<file path="src/rtl/operand_regfile.sv">
// Integer operand register file with per-register busy scoreboard.
// Define REGFILE_WB_BYPASS_EN for same-cycle write-back forwarding to the read ports.
module operand_regfile #(
    parameter int XLEN = 32,
    parameter int NREG = 32,
    parameter int AW   = $clog2(NREG)
) (
    input  logic            CLK,
    input  logic            RSTN,
    input  logic [AW-1:0]   rs1_addr,
    output logic [XLEN-1:0] rs1_data,
    output logic            rs1_busy,
    input  logic [AW-1:0]   rs2_addr,
    output logic [XLEN-1:0] rs2_data,
    output logic            rs2_busy,
    input  logic            rsv_en,
    input  logic [AW-1:0]   rsv_addr,
    input  logic            wb_en,
    input  logic [AW-1:0]   wb_addr,
    input  logic [XLEN-1:0] wb_data,
    output logic            waw_err,
    output logic [AW:0]     busy_cnt
);

    logic [XLEN-1:0] r_regs [NREG];
    logic [NREG-1:0] r_busy;
    logic            r_waw;
    logic [AW:0]     r_cnt;

    logic            w_wb;
    logic            w_rsv;
    logic [NREG-1:0] w_busy_nxt;
    logic [AW:0]     w_cnt_nxt;
    logic            w_waw_nxt;

    assign w_wb  = wb_en && (wb_addr != '0);
    assign w_rsv = rsv_en && (rsv_addr != '0);

    // Reservation is applied after the clear so a same-cycle new writer wins.
    always_comb begin
        w_busy_nxt = r_busy;
        if (w_wb)
            w_busy_nxt[wb_addr] = 1'b0;
        if (w_rsv)
            w_busy_nxt[rsv_addr] = 1'b1;
        w_busy_nxt[0] = 1'b0;
    end

    always_comb begin
        w_cnt_nxt = '0;
        for (int i = 1; i < NREG; i++)
            w_cnt_nxt = w_cnt_nxt + (AW+1)'(w_busy_nxt[i]);
    end

    assign w_waw_nxt = w_rsv && r_busy[rsv_addr] &&
                       !(w_wb && (wb_addr == rsv_addr));

    always_ff @(posedge CLK or negedge RSTN) begin
        if (!RSTN) begin
            for (int i = 0; i < NREG; i++)
                r_regs[i] <= '0;
            r_busy <= '0;
            r_waw  <= 1'b0;
            r_cnt  <= '0;
        end else begin
            if (w_wb)
                r_regs[wb_addr] <= wb_data;
            r_busy <= w_busy_nxt;
            r_waw  <= w_waw_nxt;
            r_cnt  <= w_cnt_nxt;
        end
    end

`ifdef REGFILE_WB_BYPASS_EN
    logic w_fwd1;
    logic w_fwd2;

    assign w_fwd1 = w_wb && (wb_addr == rs1_addr);
    assign w_fwd2 = w_wb && (wb_addr == rs2_addr);

    assign rs1_data = w_fwd1 ? wb_data : r_regs[rs1_addr];
    assign rs2_data = w_fwd2 ? wb_data : r_regs[rs2_addr];
    assign rs1_busy = !w_fwd1 && r_busy[rs1_addr];
    assign rs2_busy = !w_fwd2 && r_busy[rs2_addr];
`else
    assign rs1_data = r_regs[rs1_addr];
    assign rs2_data = r_regs[rs2_addr];
    assign rs1_busy = r_busy[rs1_addr];
    assign rs2_busy = r_busy[rs2_addr];
`endif

    assign waw_err  = r_waw;
    assign busy_cnt = r_cnt;

endmodule

</file>
<file path="config.mk">
export PLATFORM = sky130hd
export DESIGN_NAME = operand_regfile
export DESIGN_NICKNAME = d
export VERILOG_FILES = /design/src/rtl/operand_regfile.sv
export SDC_FILE = /design/constraint.sdc
export NUM_CORES = 2
export LEC_CHECK = 0
export CAP_MARGIN = 10
export CORE_ASPECT_RATIO = 0.5
export CORE_MARGIN = 3
export CORE_UTILIZATION = 35
export DETAILED_ROUTE_END_ITERATION = 7
export PLACE_DENSITY = 0.58
export SLEW_MARGIN = 0
export SYNTH_ARGS = -nofsm -noshare
export SYNTH_HDL_FRONTEND = slang
export SYNTH_SLANG_ARGS = --single-unit
export TNS_END_PERCENT = 20
</file>
<file path="constraint.sdc">
create_clock -name CLK -period 4.85 [get_ports CLK]
set_clock_uncertainty 0.2 [all_clocks]
set_input_delay 1.2125 -clock CLK [delete_from_list [all_inputs] [get_ports CLK]]
set_output_delay 1.2125 -clock CLK [all_outputs]
set_load 0.02 [all_outputs]
</file>
==> results by group <==
Routing
  – WL/cell: around 28 um
  – Routed Antenna Nets: 0
  – Met3 WL: between 7 and 8 mm
  – Via count: 35700
  – Highest metal used: met5
  – Metal2 WL: around 83 mm
  – DR iter-0 viols: 2769
  – DRC Markers: 0
  – Vias/cell: between 5 and 6
  – Met1 WL: 76.1 mm
  – First-pass iteration count of the detailed router: 5
  – Final wirelength: 173 mm

Floorplanning
  – Initial Util: 0.355
  – Die Area: about 170000 um^2
  – Chip height: approximately 290 um
  – Die Span X: roughly 580 um
  – Core area: approximately 160000 um^2
  – FP Rows: around 100
  – Top-level I/O count: 129

STA
  – Worst Slack Setup Final: -1.10 ns
  – Slew Viols, Final: 0
  – Tcrit/Tclk final: 1.23
  – Tmin final: around 5.9 ns
  – Final hold vios: 0
  – RSZ-0062 raised after global routing: yes
  – # setup viols final: 6
  – Hold_ws: around 0.19 ns
  – Actual slew at the worst max-slew pin: about 1.2 ns
  – Setup TNS: -5.88 ns
  – Relative slew slack: 0.228
  – F_max: roughly 170 MHz

Logic synthesis
  – Seq cells post-synth: 1062
  – Distinct cells, synth: 56
  – Most frequent cell after synthesis: dfrtp_1
  – Synthesized-area fraction occupied by and/or/nand/nor cells: 0.0107
  – Top cells by count, synth: dfrtp_1 (1062), mux2_2 (1018), mux4_2 (528)
  – Seq/Total Area, Yosys: 0.463
  – Largest area contributor in the netlist: dfrtp_1
  – Mux contribution to synthesized area: 0.439
  – Top FF cell, synth: dfrtp_1
  – Compound-Gate Fraction of Synth Area: 0.0341
  – Mean Syn Cell Area: 15.6 um^2
  – Yosys top cell area share: 0.463
  – Cell Area, Synth: 57400 um^2
  – Gate Count Post-Synth: ~3700
  – Adder-cell share of the synthesized area: 0.00954
  – Synth area leaders: dfrtp_1 (46%), mux4_2 (21%), mux2_2 (20%), mux2i_1 (2.4%), clkbuf_1 (1.3%)
  – Ys async rst share: 1.00
  – Yosys warnings: 0
  – Total nets after synthesis: 3763
  – Largest family of logic cells by synthesized area: multiplexers
  – Number of flops mapped to enable cells by yosys: 0
  – XOR/XNOR share of the synthesized area: 0.00107

Global routing
  – Tot GR Track Use: 0.203
  – GR Overflow Total: 0
  – First-pass GRT wire length: between 200 and 300 mm
  – Number of global-route vias before repair: between 30000 and 40000
  – Antenna violations before repair: 5
  – Largest net degree at the start of global routing: between 100 and 150

Clock tree
  – TritonCTS buffer count: 108
  – TritonCTS clock tree: yes
  – Clock Latency Late Sink: slightly above 0.7 ns
  – CTS clock-pin slew for the worst setup and hold paths: 0.06 ns
  – Clock Sink Count: about 1100
  – Longest Clk Path Bufs: 3
  – CTS Root Cell: clkbuf_16
  – H-tree lvl count: 3
  – Hold_buf cts: 0

Power and ir drop
  – Clock power frac: 0.295
  – Switch share: 0.298
  – Sw Pwr: 8.84 mW
  – Seq pwr share: 0.400
  – Pwr dens: roughly 440 nW/um^2
  – Overall power: ~30 mW
  – Internal Power: ~21 mW
  – Peak supply drop: 671 uV
  – Leak pwr: roughly 29 nW
  – Gate power share: 0.305

Place
  – Routability cong.: between 0.8 and 0.9
  – Detail Placement HPWL: roughly 110 mm
  – Placed insts: 5934
  – DP Worst Slack: -2.31 ns
  – Post-place instance area: approximately 63000 um^2
  – I/O Buffers: approximately 130

Setup path
  – WP data required: 5.29 ns
  – Type of element launching the critical path: input pin
  – Worst Setup End Kind: register
  – Crit path DAT: between 6 and 7 ns
  – Critical setup path kind: input pin to register
  – Highest net fanout along the worst path: 6
  – Worst r2r path cells: 17

Finish
  – Share of cells above drive strength 1: 0.570
  – Fin util: 0.417
  – Fin area: a little under 70000 um^2
  – Layout Nets: 4005
  – Final non-filler cell total: ~6200
  – Synth-to-Final Area Change: 17.4%

Job
  – Max cap viols: 0

Status
  – Violated checks: negative setup slack
  – Outcome: complete, but fails checks

Hold path
  – Hold Path Depth: 0
  – Worst Hold Class: register to register
-- power by group through the flow --
stage	logic (mW)	clock network [mW]	registers, mW
3_3_place_gp	8.95	0	11.8
4_1_cts	9.23	8.97	11.8
3_5_place_dp	9.12	0	12.0
6_report	9.05	8.76	11.9
5_1_grt	9.92	9.34	12.1
2_1_floorplan	6.51	0	11.6
-- layout make-up --
cell class | count | area [um^2]
antenna | 1 | 2.50
fill | 14700 | 94500
tap | 2173 | 2720
inverter | 52 | 195
clock buffer | 147 | 3070
timing repair buffer | 557 | 5420
clock inverter | 51 | 619
sequential | 1062 | 26600
multi-input combinational | 2138 | 28800
-- logic make-up (layout without fill, tap and decap cells) --
group / after synthesis / in the layout
buf+inv: 477 / 807
fa+ha+maj: 30 / 30
compound gates: 255 / 255
simple gates: 119 / 119
xor+xnor: 7 / 7
other cells: 0 / 1
flops: 1062 / 1062
mux: 1727 / 1727
-- critical path, cell delays in order --
cell and delay (ns):
buf_6 0.09, or3_4 0.38, and3_4 0.22, buf_4 0.14, a22oi_2 0.16, fa_1 0.47, inv_2 0.08, fa_1 0.45
fa_1 0.52, fa_1 0.56, inv_1 0.05, fa_1 0.47, inv_1 0.05, fa_1 0.46, inv_2 0.08, fa_2 0.19
inv_2 0.05, fa_2 0.33, a21o_1 0.17, a21oi_2 0.13, xnor2_1 0.12
-- cell usage in the layout (no fill, tap or decap), drive strengths merged, types with 4 or more instances in the layout --
cell and n:
nor3b 8, dlymetal6s2s 4, inv 56, nand3 7, a21oi 70, and3 5
mux2 1059, fa 23, nor2 28, o21ai 18, a22oi 8, buf 464
nor3 7, mux4 528, clkinv 31, dlygate4sd2 45, nor2b 6, clkdlybuf4s50 41
clkbuf 149, xor2 5, nand3b 4, dfrtp 1062, clkinvlp 5, mux2i 140
bufinv 11, a221o 64, a221oi 64, ha 7, a22o 9, nand2 38
-- layer usage --
| metal | GRT usage | up-vias |
|---|---|---|
| li1 | - | 14800 |
| met1 | 0.280 | 19800 |
| met2 | 0.335 | 922 |
| met3 | 0.0278 | 281 |
| met4 | 0.0631 | 2 |
| met5 | 0 | - |
-- flip-flops by register name, indices dropped and copies added (netlist names) --
signal	count
r_regs	1024
waw_err	1
busy_cnt	6
r_busy	31
-- worst paths after layout --
kind | start | endpoint | slack, ns
min in group asynchronous | RSTN | r_regs[174]$_DFFE_PN0P_ | 0.35
max in group asynchronous | RSTN | r_regs[231]$_DFFE_PN0P_ | 2.92
hold / removal | r_regs[1018]$_DFFE_PN0P_ | r_regs[1018]$_DFFE_PN0P_ | 0.19
hold reg to reg | r_regs[1018]$_DFFE_PN0P_ | r_regs[1018]$_DFFE_PN0P_ | 0.19
setup reg to reg | r_busy[16]$_DFF_PN0_ | busy_cnt[4]$_DFF_PN0_ | -0.37
setup / recovery | rsv_addr[2] | busy_cnt[4]$_DFF_PN0_ | -1.10
-- repair_timing --
item,CTS,global route
buffers inserted,53,3
gates resized for setup,164,24
pin swaps,19,11
endpoints found under the setup margin,67,52
gates cloned,0,2
Note: power is estimated with default switching activity, not from simulation.
